`config.mk`:
```
export PLATFORM = sky130hd
export DESIGN_NAME = vy_hakem
export DESIGN_NICKNAME = d
export VERILOG_FILES = /design/src/rtl/vy_hakem.sv
export SDC_FILE = /design/constraint.sdc
export NUM_CORES = 1
export LEC_CHECK = 0
export ABC_AREA = 1
export CORE_AREA = 2 2 339 341
export CTS_BUF_LIST = sky130_fd_sc_hd__clkbuf_4
export DETAILED_ROUTE_END_ITERATION = 16
export DIE_AREA = 0 0 341 343
export SLEW_MARGIN = 20
export SYNTH_ARGS = -nofsm -noshare
export SYNTH_HDL_FRONTEND = slang
export SYNTH_SLANG_ARGS = --single-unit
export TNS_END_PERCENT = 50
```
`constraint.sdc`:
```
create_clock -name clk_i -period 3.6 [get_ports clk_i]
set_clock_uncertainty 0.1 [all_clocks]
set_input_delay 0.36 -clock clk_i [delete_from_list [all_inputs] [get_ports clk_i]]
set_output_delay 0.36 -clock clk_i [all_outputs]
set_load 0.02 [all_outputs]
```
`src/rtl/vy_hakem.sv`:
```
// Round-robin arbiter sharing the vy_denetleyici request/response channel between the L1 instruction and data caches.
// Latency: vy_istek_gecerli_o rises 1 cycle after requester gecerli; one outstanding transaction with a BOSTA bubble in between.
// Backpressure: istek/veri hazir pass straight through from the granted side; the losing port sees hazir=0 until granted.
module vy_hakem #(
    parameter int ADRES_BIT = 32,
    parameter int BLOK_BIT  = 128
) (
    input  logic                 clk_i,
    input  logic                 rstn_i,

    input  logic [ADRES_BIT-1:0] l1b_istek_adres_i,
    input  logic                 l1b_istek_gecerli_i,
    input  logic                 l1b_istek_yaz_i,
    input  logic [BLOK_BIT-1:0]  l1b_istek_veri_i,
    output logic                 l1b_istek_hazir_o,
    output logic [BLOK_BIT-1:0]  l1b_veri_o,
    output logic                 l1b_veri_gecerli_o,
    input  logic                 l1b_veri_hazir_i,

    input  logic [ADRES_BIT-1:0] l1v_istek_adres_i,
    input  logic                 l1v_istek_gecerli_i,
    input  logic                 l1v_istek_yaz_i,
    input  logic [BLOK_BIT-1:0]  l1v_istek_veri_i,
    output logic                 l1v_istek_hazir_o,
    output logic [BLOK_BIT-1:0]  l1v_veri_o,
    output logic                 l1v_veri_gecerli_o,
    input  logic                 l1v_veri_hazir_i,

    output logic [ADRES_BIT-1:0] vy_istek_adres_o,
    output logic                 vy_istek_gecerli_o,
    output logic                 vy_istek_yaz_o,
    output logic [BLOK_BIT-1:0]  vy_istek_veri_o,
    input  logic                 vy_istek_hazir_i,
    input  logic [BLOK_BIT-1:0]  vy_veri_i,
    input  logic                 vy_veri_gecerli_i,
    output logic                 vy_veri_hazir_o,

    output logic [1:0]           aktif_port_o
);

    typedef enum logic [1:0] {
        BOSTA = 2'b00,
        ISTEK = 2'b01,
        YANIT = 2'b10
    } durum_t;

    localparam logic PORT_L1B = 1'b0;
    localparam logic PORT_L1V = 1'b1;

    durum_t durum_q, durum_d;
    logic   kazanan_q, kazanan_d;
    logic   son_izin_q, son_izin_d;

    // Live view of the granted requester; payload is held stable by the requester until its handshake.
    logic [ADRES_BIT-1:0] k_adres;
    logic                 k_gecerli;
    logic                 k_yaz;
    logic [BLOK_BIT-1:0]  k_veri;
    logic                 k_veri_hazir;

    always_comb begin
        if (kazanan_q == PORT_L1V) begin
            k_adres      = l1v_istek_adres_i;
            k_gecerli    = l1v_istek_gecerli_i;
            k_yaz        = l1v_istek_yaz_i;
            k_veri       = l1v_istek_veri_i;
            k_veri_hazir = l1v_veri_hazir_i;
        end else begin
            k_adres      = l1b_istek_adres_i;
            k_gecerli    = l1b_istek_gecerli_i;
            k_yaz        = l1b_istek_yaz_i;
            k_veri       = l1b_istek_veri_i;
            k_veri_hazir = l1b_veri_hazir_i;
        end
    end

    always_ff @(posedge clk_i) begin
        if (!rstn_i) begin
            durum_q    <= BOSTA;
            kazanan_q  <= PORT_L1B;
            son_izin_q <= PORT_L1B;
        end else begin
            durum_q    <= durum_d;
            kazanan_q  <= kazanan_d;
            son_izin_q <= son_izin_d;
        end
    end

    always_comb begin
        durum_d            = durum_q;
        kazanan_d          = kazanan_q;
        son_izin_d         = son_izin_q;

        l1b_istek_hazir_o  = 1'b0;
        l1b_veri_o         = '0;
        l1b_veri_gecerli_o = 1'b0;
        l1v_istek_hazir_o  = 1'b0;
        l1v_veri_o         = '0;
        l1v_veri_gecerli_o = 1'b0;
        vy_istek_adres_o   = '0;
        vy_istek_gecerli_o = 1'b0;
        vy_istek_yaz_o     = 1'b0;
        vy_istek_veri_o    = '0;
        vy_veri_hazir_o    = 1'b0;
        aktif_port_o       = 2'b00;

        unique case (durum_q)
            BOSTA: begin
                if (l1b_istek_gecerli_i || l1v_istek_gecerli_i) begin
                    durum_d = ISTEK;
                    // On a tie the port that did not complete last wins.
                    if (l1b_istek_gecerli_i && l1v_istek_gecerli_i)
                        kazanan_d = ~son_izin_q;
                    else
                        kazanan_d = l1v_istek_gecerli_i ? PORT_L1V : PORT_L1B;
                end
            end

            ISTEK: begin
                aktif_port_o       = (kazanan_q == PORT_L1V) ? 2'b10 : 2'b01;
                vy_istek_adres_o   = k_adres;
                vy_istek_gecerli_o = k_gecerli;
                vy_istek_yaz_o     = k_yaz;
                vy_istek_veri_o    = k_veri;
                if (kazanan_q == PORT_L1V)
                    l1v_istek_hazir_o = vy_istek_hazir_i;
                else
                    l1b_istek_hazir_o = vy_istek_hazir_i;

                if (!k_gecerli) begin
                    // Requester withdrew before handshake: abandon without rotating priority.
                    durum_d = BOSTA;
                end else if (vy_istek_hazir_i) begin
                    if (k_yaz) begin
                        son_izin_d = kazanan_q;
                        durum_d    = BOSTA;
                    end else begin
                        durum_d    = YANIT;
                    end
                end
            end

            YANIT: begin
                aktif_port_o    = (kazanan_q == PORT_L1V) ? 2'b10 : 2'b01;
                vy_veri_hazir_o = k_veri_hazir;
                if (kazanan_q == PORT_L1V) begin
                    l1v_veri_o         = vy_veri_i;
                    l1v_veri_gecerli_o = vy_veri_gecerli_i;
                end else begin
                    l1b_veri_o         = vy_veri_i;
                    l1b_veri_gecerli_o = vy_veri_gecerli_i;
                end
                if (vy_veri_gecerli_i && k_veri_hazir) begin
                    son_izin_d = kazanan_q;
                    durum_d    = BOSTA;
                end
            end

            default: begin
                durum_d = BOSTA;
            end
        endcase
    end

endmodule

```
After elaboration in Yosys (flattened, before gate mapping)

Cells that the tools add are included.

Flip-flop bits (word level): 4
Output and inout port bits: 425
Logic and storage cells: 58

Eq/ne operators: 8
Mux-type cells: 37
Bitwise logic cells: 1
Reductions and logical operators: 9

Operators by type and width:

| kind                                                 | number |
|---|---|
| two-way mux 128 bit                                  | 6 |
| two-way mux 32 bit                                   | 2 |
| two-way mux 1 bit                                    | 20 |
| two-way mux 2 bit                                    | 7 |
| != test 2 bit (second input constant)                | 5 |
| case mux 2 bit (3 select lines)                      | 1 |
| AND reduction 5 bit                                  | 1 |
| != test 3 bit (second input constant)                | 1 |
| AND reduction 3 bit                                  | 1 |
| equality test 2 x 1 -> 1 bit (second input constant) | 1 |
| equality test 2 bit (second input constant)          | 1 |
| logical AND 1 bit                                    | 2 |
| zero test 2 bit                                      | 1 |
| case mux 1 bit (2 select lines)                      | 1 |
| AND reduction 2 bit                                  | 1 |
| nonzero test 2 bit                                   | 1 |
| OR reduction 2 bit                                   | 1 |
| logical OR 1 bit                                     | 1 |
| inverter 1 bit                                       | 1 |

Logic depth before layout (Yosys ltp)

Depth after elaboration: 5
Mapped depth: 11
Gate-level depth less buffers: 9

Least setup slack after synthesis

No wires, ideal clock.

Path type: reg2out
Start: register durum_q[1]
End: output vy_istek_adres_o[0]
Arrival time: 1.512 ns
Required time: 3.140 ns
Path slack: 1.628 ns
Cell stages (with the launch flop): 8
Cell sequence: dfxtp_1 inv_1 ha_1 buf_2 buf_2 clkbuf_1 o21ai_0 nor2_1

Longest elaborated chain between the ends: 2

Ends and longest elaborated chain:

| what                         | line | RTL |
|---|---|---|
| from (decl)                  | 50   | `durum_t durum_q, durum_d;` |
| from (signal assigned)       | 83   | `durum_q <= durum_d;` |
| equality test 2 x 1 -> 1 bit | 107  | `unique case (durum_q)` |
| two-way mux 32 bit           | 107  |  |
| to (decl)                    | 29   | `output logic [ADRES_BIT-1:0] vy_istek_adres_o,` |

No other way between the ends.

Final worst setup path

Start: register durum_q[1]
End: output vy_istek_veri_o[51]

Longest elaborated chain between the ends: 2

Ends and longest elaborated chain:

| what                         | line | RTL |
|---|---|---|
| equality test 2 x 1 -> 1 bit | 107  |  |
| two-way mux 128 bit          | 107  |  |
| to (decl)                    | 32   | `output logic [BLOK_BIT-1:0] vy_istek_veri_o,` |

No other way between the ends.

==> metrics.md <==
| Metric | Value |
|---|---|
| Seq cells post-synth | `4` |
| Worst Setup Start Kind | `flip-flop` |
| RSZ-0062 raised after global routing | `false` |
| Clk pin slew, worst setup/hold paths | `~50 ps` |
| Total gr overflow | `0` |
| Fin. max-slew vios | `0` |
| Slew Limit Headroom | `0.543` |
| Distinct cells, synth | `18` |
| Worst-skew pair later-pin latency | `250 ps` |
| Top post-synthesis cells by area | `nor2_1 (49%), o21ai_0 (18%), inv_1 (12%)` |
| Pwr Density | `244 nW/µm²` |
| Routability cong. | `0.825` |
| Row cnt | `124` |
| Worst Setup Path Type | `flip-flop to output pin` |
| Critical Path AT | `2870 ps` |
| # IOs | `883` |
| Synth Area per Inst | `4.36 µm²` |
| Sequential area share after synthesis | `0.0179` |
| Final Cycle Share | `0.926` |
| CP max FO | `99` |
| Final ANT Viol Nets | `0` |
| DR WL/cell | `26.7 µm` |
| Metal3 WL | `7.63 mm` |
| Routed wire length | `89.9 mm` |
| Post-layout min period | `between 3000 and 4000 ps` |
| Drt first-iter violations | `slightly below 500` |
| Setup TNS | `0 ps` |
| Worst-Margin Slew | `683 ps` |
| Met2 WL | `just under 40 mm` |
| Die Width | `341 µm` |
| Worst Hold Class | `flip-flop to flip-flop` |
| CTS Buf Count | `3` |
| Max_cap viols | `0` |
| Vias | `10,000` |
| Synth Warn # | `0` |
| Cell taking the most area after synthesis | `nor2_1` |
| Detailed Routing Iterations Pass 1 | `7` |
| Most frequent cells in the layout | `clkdlybuf4s50_1 (847), nor2_1 (583), o21ai_0 (161)` |
| Share of cells above drive strength 1 | `0.0416` |
| CTS tree | `yes` |
| Fin. Hold Viols | `0` |
| Vias in the first global route | `9,551` |
| Fin Hold WS | `431 ps` |
| Cell area after synthesis | `4470 µm²` |
| Nets@finish | `2,316` |
| Detailed-route vias per instance | `2.98` |
| Die area | `117,000 µm²` |
| CP endpoint kind | `output pin` |
| Core region area | `~110,000 µm²` |
| Hpwl dp | `82.8 mm` |
| M1 WL | `41.5 mm` |
| Delay of the slowest cell on the worst path | `about 750 ps` |
| Yosys top cell area share | `0.493` |
| Max IR drop VDD | `0.129 mV` |
| Hold buffer count at CTS | `0` |
| DRC | `0` |
| Root Driver | `clkbuf_4` |
| Largest net degree at the start of global routing | `100` |
| H-Tree Level Count | `1` |
| PortBufs | `882` |
| Fmax | `0.300 GHz` |
| Buf/Inv on CP | `3` |
| Worst path cell trace | `inv_1 > ha_4 > buf_12 > o21ai_0 > nor2_1 > clkdlybuf4s50_1` |
| GRT Util Overall | `0.144` |
| P_leak | `~6 nW` |
| Worst EP required | `3140 ps` |
| Initial Utilization | `0.0394` |
| Outcome | `finished, final reports clean` |
| Critical-path top delay cell | `clkdlybuf4s50_1` |
| Synth Net Count | `1,487` |
| Highest metal used | `met5` |
| Commonest non-fill, non-tap cell in the layout | `clkdlybuf4s50_1` |
| Final setup fails | `0` |
| Initial antenna violation count | `between 80 and 90` |
| Area Growth Syn to Fin | `234%` |
| Synth Instances | `1,024` |
| First-pass GRT wire length | `108 mm` |
| CTS Sinks | `4` |
| Clock buffer depth | `2` |
| Die Y | `343 µm` |
| Crit path max-delay family | `buffers and inverters` |
layer usage:
metal,vias up,GRT usage
li1,4685,-
met1,4525,0.198
met2,649,0.228
met3,127,0.0437
met4,46,0.00927
met5,-,0
where the power goes:
group / total, mW / internal (mW) / switching, mW
Clock: 0.0726 / 0.0494 / 0.0231
Sequential: 0.0791 / 0.0542 / 0.0248
Combinational: 3.48 / 1.40 / 2.09
synthesized netlist by cell type:
master / count
dfxtp_1: 4
a21oi_1: 2
ha_1: 5
a211oi_1: 1
nor3_1: 3
nand2_1: 19
inv_2: 1
o21ai_0: 161
nor2_1: 586
buf_4: 11
nand3_2: 2
inv_1: 147
buf_8: 1
nand3_1: 6
nand2_2: 4
buf_2: 13
clkbuf_1: 31
buf_6: 27
worst paths after layout:
check                       endpoint               startpoint  slack [ps]  depth (start not counted)
min reg2reg   kazanan_q$_SDFFE_PN0P_  son_izin_q$_SDFFE_PN0P_         430                          3
max              vy_istek_veri_o[51]  durum_q[1]$_SDFFE_PN0P_         270                          6
min           kazanan_q$_SDFFE_PN0P_  son_izin_q$_SDFFE_PN0P_         430                          3
max reg2reg  son_izin_q$_SDFFE_PN0P_   kazanan_q$_SDFFE_PN0P_        1500                          8
cell type report:
type,count,area [µm²]
inverter,148,561
clock buffer,4,30.0
sequential,4,83.8
tap,1512,1890
timing repair buffer,907,9040
antenna,8,20.0
multi-input combinational,789,3290
fill,13200,98500
logic make-up (layout without fill, tap and decap cells):
group                      count (synthesis)  count (layout)  synth area share
DFF                                        4               4            0.0179
adders and majority gates                  5               5            0.0140
buffers and inverters                    231            1059             0.255
and+or+nand+nor                          620             620             0.529
other                                      0               8                 0
AOI/OAI and AO/OA                        164             164             0.184
state kept, by name, indices dropped and copies added (netlist names):
signal	count
son_izin_q	1
durum_q	2
kazanan_q	1
through the flow:
| stage | power (mW) | worst slack (ps) | util | cells | instance area, µm² |
|---|---|---|---|---|---|
| 3_5_place_dp | 3.60 | 206 | 0.131 | 3359 | 14800 |
| 4_1_cts | 3.69 | 27.4 | 0.131 | 3363 | 14900 |
| 2_1_floorplan | 1.46 | 1630 | - | 1024 | 4470 |
| 5_1_grt | 3.85 | 121 | 0.131 | 3366 | 14900 |
| 3_3_place_gp | 3.62 | 182 | 0.131 | 3359 | 14800 |
| 6_report | 3.64 | 268 | 0.132 | 3372 | 14900 |
tightest hold or removal path, cell delays in order, from the launching register on:
cell,delay [ps]
dfxtp_1,320
nand2_1,50
nand3_1,60
a21oi_1,60
timing repair:
| item | 4_1_cts | 5_1_grt |
|---|---|---|
| setup buffers | 0 | 1 |
| gates cloned | 0 | 0 |
| gates resized for setup | 3 | 1 |
| setup endpoints to repair | 3 | 5 |
(Power assumes the default switching activity.)
